--- src/rtl/addsub_pkg.sv ---
// Shared types and flag helpers for the nibble-serial add/subtract sequencer.
package addsub_pkg;

  localparam int unsigned NIBBLE_W = 4;

  typedef enum logic [1:0] {
    IDLE,
    RUN,
    DONE
  } addsub_state_t;

  function automatic logic sov_add(input logic sa, input logic sb, input logic sr);
    return (!sa & !sb & sr) | (sa & sb & !sr);
  endfunction

  function automatic logic sov_sub(input logic sa, input logic sb, input logic sr);
    return (sa & !sb & !sr) | (!sa & sb & sr);
  endfunction

endpackage

--- src/rtl/addsub_seq_if.sv ---
// Request/response bundle between a controller and the add/subtract sequencer.
interface addsub_seq_if #(
  parameter int unsigned NIBBLES = 4
);
  import addsub_pkg::*;

  localparam int unsigned W = NIBBLE_W * NIBBLES;

  logic         start;
  logic         sub;
  logic [W-1:0] a;
  logic [W-1:0] b;
  logic         busy;
  logic         done;
  logic [W-1:0] result;
  logic         unsigned_overflow;
  logic         signed_overflow;

  modport master (
    output start, sub, a, b,
    input  busy, done, result, unsigned_overflow, signed_overflow
  );

  modport slave (
    input  start, sub, a, b,
    output busy, done, result, unsigned_overflow, signed_overflow
  );

endinterface

--- src/rtl/nibble_addsub.sv ---
// Combinational 4-bit add/subtract slice; subtraction relies on cin = 1 from the caller.
module nibble_addsub
  import addsub_pkg::*;
(
  input  logic [NIBBLE_W-1:0] a,
  input  logic [NIBBLE_W-1:0] b,
  input  logic                sub,
  input  logic                cin,
  output logic [NIBBLE_W-1:0] s,
  output logic                cout
);

  logic [NIBBLE_W-1:0] b_eff;

  assign b_eff     = sub ? ~b : b;
  assign {cout, s} = {1'b0, a} + {1'b0, b_eff} + {{NIBBLE_W{1'b0}}, cin};

endmodule

--- src/rtl/addsub_seq.sv ---
// Multi-precision add/subtract: one 4-bit slice stepped LSB-first over NIBBLES nibbles,
// carry chained through a register, flags taken from the final step.
module addsub_seq
  import addsub_pkg::*;
#(
  parameter int unsigned NIBBLES = 4
) (
  input logic         clk,
  input logic         rst_n,
  addsub_seq_if.slave bus
);

  localparam int unsigned IdxW = (NIBBLES > 1) ? $clog2(NIBBLES) : 1;
  localparam logic [IdxW-1:0] LastIdx = IdxW'(NIBBLES - 1);

  addsub_state_t state_q, state_d;

  // Operands and result viewed as nibble arrays so the step index selects a slice directly.
  logic [NIBBLES-1:0][NIBBLE_W-1:0] a_q, a_d, b_q, b_d, result_q, result_d;
  logic            sub_q, sub_d, carry_q, carry_d;
  logic [IdxW-1:0] idx_q, idx_d;
  logic            busy_q, busy_d, done_q, done_d;
  logic            uov_q, uov_d, sov_q, sov_d;

  logic [NIBBLE_W-1:0] s;
  logic                cout;

  nibble_addsub u_slice (
    .a   (a_q[idx_q]),
    .b   (b_q[idx_q]),
    .sub (sub_q),
    .cin (carry_q),
    .s   (s),
    .cout(cout)
  );

  always_comb begin
    state_d  = state_q;
    a_d      = a_q;
    b_d      = b_q;
    sub_d    = sub_q;
    carry_d  = carry_q;
    idx_d    = idx_q;
    result_d = result_q;
    uov_d    = uov_q;
    sov_d    = sov_q;
    busy_d   = 1'b0;
    done_d   = 1'b0;

    unique case (state_q)
      IDLE, DONE: begin
        if (bus.start) begin
          a_d     = bus.a;
          b_d     = bus.b;
          sub_d   = bus.sub;
          idx_d   = '0;
          carry_d = bus.sub;
          busy_d  = 1'b1;
          state_d = RUN;
        end else begin
          state_d = IDLE;
        end
      end
      RUN: begin
        result_d[idx_q] = s;
        carry_d         = cout;
        idx_d           = idx_q + 1'b1;
        busy_d          = 1'b1;
        if (idx_q == LastIdx) begin
          idx_d   = '0;
          busy_d  = 1'b0;
          done_d  = 1'b1;
          state_d = DONE;
          uov_d   = sub_q ? !cout : cout;
          sov_d   = sub_q ? sov_sub(a_q[NIBBLES-1][NIBBLE_W-1], b_q[NIBBLES-1][NIBBLE_W-1], s[NIBBLE_W-1])
                          : sov_add(a_q[NIBBLES-1][NIBBLE_W-1], b_q[NIBBLES-1][NIBBLE_W-1], s[NIBBLE_W-1]);
        end
      end
      default: state_d = IDLE;
    endcase
  end

  always_ff @(posedge clk or negedge rst_n) begin
    if (!rst_n) begin
      state_q  <= IDLE;
      a_q      <= '0;
      b_q      <= '0;
      sub_q    <= 1'b0;
      carry_q  <= 1'b0;
      idx_q    <= '0;
      result_q <= '0;
      uov_q    <= 1'b0;
      sov_q    <= 1'b0;
      busy_q   <= 1'b0;
      done_q   <= 1'b0;
    end else begin
      state_q  <= state_d;
      a_q      <= a_d;
      b_q      <= b_d;
      sub_q    <= sub_d;
      carry_q  <= carry_d;
      idx_q    <= idx_d;
      result_q <= result_d;
      uov_q    <= uov_d;
      sov_q    <= sov_d;
      busy_q   <= busy_d;
      done_q   <= done_d;
    end
  end

  assign bus.busy              = busy_q;
  assign bus.done              = done_q;
  assign bus.result            = result_q;
  assign bus.unsigned_overflow = uov_q;
  assign bus.signed_overflow   = sov_q;

endmodule
--- src/flat_wrapper.sv ---
// flat-port wrapper written by rule: the top's interface ports become plain ports
module addsub_seq_flat import addsub_pkg::*;
#(
  parameter int unsigned NIBBLES = 4
)
  (clk, rst_n, bus_start, bus_sub, bus_a, bus_b, bus_busy, bus_done, bus_result, bus_unsigned_overflow, bus_signed_overflow);
  addsub_seq_if #(.NIBBLES(NIBBLES)) bus_i ();
  input logic clk;
  input logic rst_n;
  input wire logic [$bits(bus_i.start)-1:0] bus_start;
  input wire logic [$bits(bus_i.sub)-1:0] bus_sub;
  input wire logic [$bits(bus_i.a)-1:0] bus_a;
  input wire logic [$bits(bus_i.b)-1:0] bus_b;
  output wire logic [$bits(bus_i.busy)-1:0] bus_busy;
  output wire logic [$bits(bus_i.done)-1:0] bus_done;
  output wire logic [$bits(bus_i.result)-1:0] bus_result;
  output wire logic [$bits(bus_i.unsigned_overflow)-1:0] bus_unsigned_overflow;
  output wire logic [$bits(bus_i.signed_overflow)-1:0] bus_signed_overflow;
  assign bus_i.start = bus_start;
  assign bus_i.sub = bus_sub;
  assign bus_i.a = bus_a;
  assign bus_i.b = bus_b;
  assign bus_busy = bus_i.busy;
  assign bus_done = bus_i.done;
  assign bus_result = bus_i.result;
  assign bus_unsigned_overflow = bus_i.unsigned_overflow;
  assign bus_signed_overflow = bus_i.signed_overflow;
  addsub_seq #(.NIBBLES(NIBBLES)) u_core (.clk(clk), .rst_n(rst_n), .bus(bus_i));
endmodule
--- config.mk ---
export PLATFORM = sky130hd
export DESIGN_NAME = addsub_seq_flat
export DESIGN_NICKNAME = d
export VERILOG_FILES = /design/src/rtl/addsub_pkg.sv /design/src/rtl/addsub_seq_if.sv /design/src/rtl/nibble_addsub.sv /design/src/rtl/addsub_seq.sv /design/src/flat_wrapper.sv
export SDC_FILE = /design/constraint.sdc
export NUM_CORES = 1
export LEC_CHECK = 0
export ABC_AREA = 1
export BUFFER_PORTS_ARGS = -buffer_cell sky130_fd_sc_hd__buf_2
export CAP_MARGIN = 10
export CORE_MARGIN = 5
export CORE_UTILIZATION = 58
export DETAILED_ROUTE_END_ITERATION = 8
export PLACE_DENSITY = 0.84
export RECOVER_POWER = 50
export SLEW_MARGIN = 40
export SYNTH_ARGS = -nofsm -noshare
export SYNTH_HDL_FRONTEND = slang
export SYNTH_HIERARCHICAL = 1
export SYNTH_SLANG_ARGS = --single-unit
--- constraint.sdc ---
create_clock -name clk -period 4.13 [get_ports clk]
set_input_delay 0.826 -clock clk [delete_from_list [all_inputs] [get_ports clk]]
set_output_delay 0.826 -clock clk [all_outputs]
set_load 0.005 [all_outputs]
Word level (Yosys, flattened, before mapping)
Cells that the tools add are included.

word-level totals
  flip-flop bits (word level) = 58
  bits of input ports = 36
  output and inout port bits = 20
  logic and storage cells = 75

cells by class
  add/subtract/negate cells = 3
  magnitude comparators = 2
  equal/unequal tests = 5
  muxes and demuxes = 23
  bitwise logic cells = 11
  reduce and logical (&&, ||, !) cells = 11

operators by type and width
  cell                   count
  $bmux W4 S2            2
  $bwmux W16             1
  $mux W4                4
  $and A1 B1 Y1          8
  $demux W4 S2           1
  $mux W1                8
  $pmux W2 S2            2
  $mux W2                3
  $reduce_and A2 Y1      3
  $add A4 B4 Y5          1
  $add A5 B1 Y5          1
  $eq A2 B2 Y1 const B   2
  $logic_not A1 Y1       4
  $not A4 Y4             1
  $pmux W1 S2            2
  $lt A2 B3 Y1 const B   1
  $add A2 B1 Y2 const B  1
  $eq A2 B1 Y1 const B   1
  $ge A2 B1 Y1 const B   1
  $logic_not A2 Y1       1
  $ne A2 B1 Y1 const B   1
  $ne A2 B2 Y1 const B   1
  $or A1 B1 Y1           2
  $reduce_bool A2 Y1     1
  2 further kinds        2

Logic depth before layout (Yosys ltp)
  depth in word-level cells = 10
  mapped depth = 17
  gate-level depth less buffers = 15

Hierarchy
Netlist, hierarchy kept.

by module, submodules not included
  module         times used  cells each  area each (um^2)  sequential area each (um^2)
  addsub_seq     1           289         2512.4            1451.4
  nibble_addsub  1           28          198.9             0.0

Worst setup path before layout
No wires, ideal clock.

  path type = register to register
  from = register u_core.idx_q[0]
  to = register u_core.uov_q (netlist: u_core/bus.unsigned_overflow)
  data arrival time = 2163 ps
  setup slack = 1884 ps
  stages on the path, launching flop included = 14
  buffers on the path = 2
  clock period less this slack = 2246 ps
  cell sequence = dfrtp_1 -> buf_6 -> inv_4 -> buf_6 -> nor2_1 -> o22ai_1 -> xnor2_1 -> fa_1 -> inv_1 -> fa_1 -> a21oi_1 -> o21bai_1 -> xnor2_1 -> o21ai_0

on the way
  word-level cells in the longest chain between the ends = 8
  elaborated cells on any way between the ends = 12
  those cells by class = add/sub: 2; eq/ne: 1; mux: 6; bitwise: 1; reduce/logical: 2

ends and longest elaborated chain
  item                           line                 source
  from (decl)                    addsub_seq.sv:21     logic [IdxW-1:0] idx_q, idx_d;
  from (signal assigned)         addsub_seq.sv:102    idx_q <= idx_d;
  $bmux W4 S2                    addsub_seq.sv:30     .b (b_q[idx_q]),
  $mux W4 (implied by the code)  addsub_seq.sv:30
  $not A4 Y4                     nibble_addsub.sv:15  assign b_eff = sub ? ~b : b;
  $mux W4                        nibble_addsub.sv:15
  $add A4 B4 Y5 *                nibble_addsub.sv:16  assign {cout, s} = {1'b0, a} + {1'b0, b_eff} + {{NIBBLE_W{1'b0}}, cin};
  $add A5 B1 Y5 *                nibble_addsub.sv:16
  via u_core.cout                addsub_seq.sv:26     logic cout;
  $logic_not A1 Y1               addsub_seq.sv:74     uov_d = sub_q ? !cout : cout;
  $mux W1 *                      addsub_seq.sv:74
  to (signal assigned)           addsub_seq.sv:104    uov_q <= uov_d;
  to (decl)                      addsub_seq.sv:23     logic uov_q, uov_d, sov_q, sov_d;

The timed path passes the listed nets; every way through them passes the cells marked *. The select of a mux whose other input is x is not followed.
A chain may end at the register's enable or synchronous reset.

Final worst setup path
Same ends and word-level chain as after synthesis.

==> results.cfg <==
[run_status]
outcome = finished with violations
violations = max-capacitance violations

[routing]
ant_nets = 0
wl_met2_mm = 2.79
viasPerCell = 5.16
routed.top_layer = met4
firstDrtPassIters = 4
drt-wirelength-per-cell_um = 13.1
routed_wl_mm = 5.65
wl_met1_mm = 2.41
routed-via-count = 2225
drc = 0
drt_iter0_markers = 114
wl_met3_um = 359

[placement]
place_ws_ns = 1.46
dp_hpwl_mm = 3.88
place_congestion = 0.779
io_buffers = 55

[grt]
grt_use_total = 0.206
grt_pass1_vias = 2200
grt_pass1_wl_mm = 9.82
grt_max_degree = 37
grt.overflow.total = 0
antenna_found_initial = 0

[worst_setup_path]
critPathLaunchType = flip-flop
crit_fanout = 21
critPathArrivalTime_ns = 2.93
critPathMaxStageDelay_ns = 0.74
required_ns = 4.33
end_kind = flip-flop
worstPathCellList = inv_4 -> o21ai_0 -> o22ai_1 -> xnor2_1 -> fa_1 -> inv_1 -> fa_1 -> a21oi_1 -> o21bai_1 -> xnor2_1 -> o21ai_0
worstSetupPathType = reg2reg
cp_slowest_cell = dfrtp_1

[logic_synthesis]
yosysSeqAreaShare = 0.535
synth_nets = 362
synth-warning-count = 6
synth_most_common_cell = nand2_1
synth_area_leaders = dfrtp_1 54%, nand2_1 18%, o21ai_0 6.1%
synth_edf_count = 0
async_reset_ff_frac = 1.00
yosysTopAreaCellShare = 0.535
synth-main-ff-cell = dfrtp_1
synth_seq_cells = 58
netlist_top_cells_count = 129 x nand2_1, 58 x dfrtp_1, 33 x o21ai_0
yosysTopAreaCell = dfrtp_1
synth_cells = 317
post_synth.cell_area_avg_um2 = 8.55
syn_area_um2 = 2710
yosys.cell_types.count = 23

[layout]
fillers = 339
drive_gt1_frac = 0.208
multiInputGateArea_um2 = 1070
area_growth_syn_to_layout_pct = 16.2
register_area_um2 = 1450
num_antenna_cells = 0
final_nets = 419

[cts]
htree_levels = 3
cts_tree = built
clock_path_buffers = 2
clkTransAtPathRegs_ns = 0.06
cts_buffers = 9
post_cts_buffers = 0
cts_resized = 0
clk_latency_ns = 0.33
clock-sinks = 58
ctsHoldBuffers = 0
cts-root-buf = clkbuf_8

[sta]
tns_ns = 0
fmax_mhz = 366
hold_viol_final = 0
tightest_slew_ns = 1.50
slew_headroom = 0.000341
finalClockSkew_ns = 0.00420
setup_slack_ns = 1.40
fin_crit_ns = 2.73
period_share = 0.661
setup_viol = 0
slew_violations = 0
grt_setup_unrepaired = no

[floorplanning]
pin_count = 56
die_y_um = 78.4
core_um2 = 4440
die_w_um = 78.4
start_util = 0.610
dieArea_um2 = 6140
rows = 24

[pwr]
power.internal_mw = 1.67
p_sw_frac = 0.453
irDropWorstVdd_mv = 0.411
p_clk_frac = 0.155
power_density_nw_per_um2 = 968
p_switching_mw = 1.38
p_comb_frac = 0.505
p_leak_nw = 1.75
power_frac_seq = 0.341

[min_path]
hold_path.class = reg2reg

[run]
maxCapViolCount = 1
[through the flow]
step	hold WS, ns	power (mW)	instances	area, µm²	utilization
final	0.474	3.05	431	3150	0.709
after global placement	0.460	2.49	415	2970	0.668
after CTS	0.477	3.05	431	3150	0.709
after global routing	0.505	3.37	431	3150	0.709
after detailed placement	0.462	2.56	415	2970	0.668
after floorplan	0.444	2.15	317	2710	-
[logic make-up after synthesis]
| group | after synthesis | share of synthesized area |
|---|---|---|
| adders and majority gates | 9 | 0.0471 |
| DFF | 58 | 0.535 |
| xor gates and xnor gates | 6 | 0.0194 |
| AOI/OAI and AO/OA | 49 | 0.0951 |
| buffers and inverters | 35 | 0.0697 |
| and+or+nand+nor | 160 | 0.233 |
[placed cells by master, fill, tap and decap left out]
master | synthesis | final
nand2_1 | 129 | 129
dfrtp_1 | 58 | 58
buf_2 | 2 | 53
o21ai_0 | 33 | 33
inv_1 | 20 | 20
nor2_1 | 18 | 18
clkbuf_8 | 0 | 12
o22ai_1 | 8 | 8
nand3_1 | 7 | 7
ha_1 | 7 | 7
o21ai_1 | 5 | 5
clkbuf_1 | 0 | 4
nand2_2 | 4 | 4
xor2_1 | 4 | 4
clkinv_2 | 1 | 3
inv_2 | 2 | 2
xnor2_1 | 2 | 2
a21oi_1 | 2 | 2
fa_1 | 2 | 2
inv_4 | 2 | 1
nand3_2 | 1 | 1
nand2_4 | 1 | 1
clkinvlp_2 | 0 | 1
buf_4 | 3 | 1
o21bai_1 | 1 | 1
[final timing paths]
| kind | start | to | slack (ns) | cells past startpoint |
|---|---|---|---|---|
| min | u_core/b_q[7] | u_core/b_q[7] | 0.47 | 2 |
| min in group asynchronous | rst_n | u_core/a_q[10] | 0.84 | 1 |
| max reg2reg | u_core/idx_q[0] | u_core/bus.unsigned_overflow | 1.40 | 11 |
| min reg2reg | u_core/b_q[7] | u_core/b_q[7] | 0.47 | 2 |
| max in group asynchronous | rst_n | u_core/bus.result[15] | 2.18 | 2 |
| max | u_core/idx_q[0] | u_core/bus.unsigned_overflow | 1.40 | 11 |
[sequential cells by signal (all words and copies together), names as in the netlist]
register and count:
u_core/a_q 16, u_core/b_q 16, u_core/bus.result 16, u_core/idx_q 2, u_core/state_q 2, u_core/bus.busy 1
u_core/bus.done 1, u_core/bus.signed_overflow 1, u_core/bus.unsigned_overflow 1, u_core/carry_q 1, u_core/sub_q 1
[layout make-up]
cell class | instances | area share
inverter | 25 | 0.0314
clock buffer | 14 | 0.0548
multi-input combinational | 224 | 0.340
clock inverter | 2 | 0.00318
sequential | 58 | 0.461
tap | 52 | 0.0207
timing repair buffer | 56 | 0.0890
[power by group through the flow]
stage	registers (mW)	clock network [mW]	logic (mW)
4_1_cts	1.04	0.479	1.53
6_report	1.04	0.472	1.54
5_1_grt	1.08	0.510	1.78
3_5_place_dp	1.04	0	1.52
2_1_floorplan	0.987	0	1.17
3_3_place_gp	1.04	0	1.45
[worst max-delay path, delay by kind of cell, from the launching register on]
kind                     cells  cell delay, ns
flip-flops                   1            0.74
buffers and inverters        2            0.31
AO/OA/AOI/OAI                5            0.67
adder cells (fa/ha/maj)      2            0.59
XOR/XNOR                     2            0.29
[routing by layer]
metal | global-route usage | up-vias
li1 | - | 1112
met5 | 0 | -
met4 | 0.0682 | 0
met2 | 0.355 | 56
met1 | 0.240 | 1048
met3 | 0.0755 | 9
Note: power is estimated with default switching activity, not from simulation.
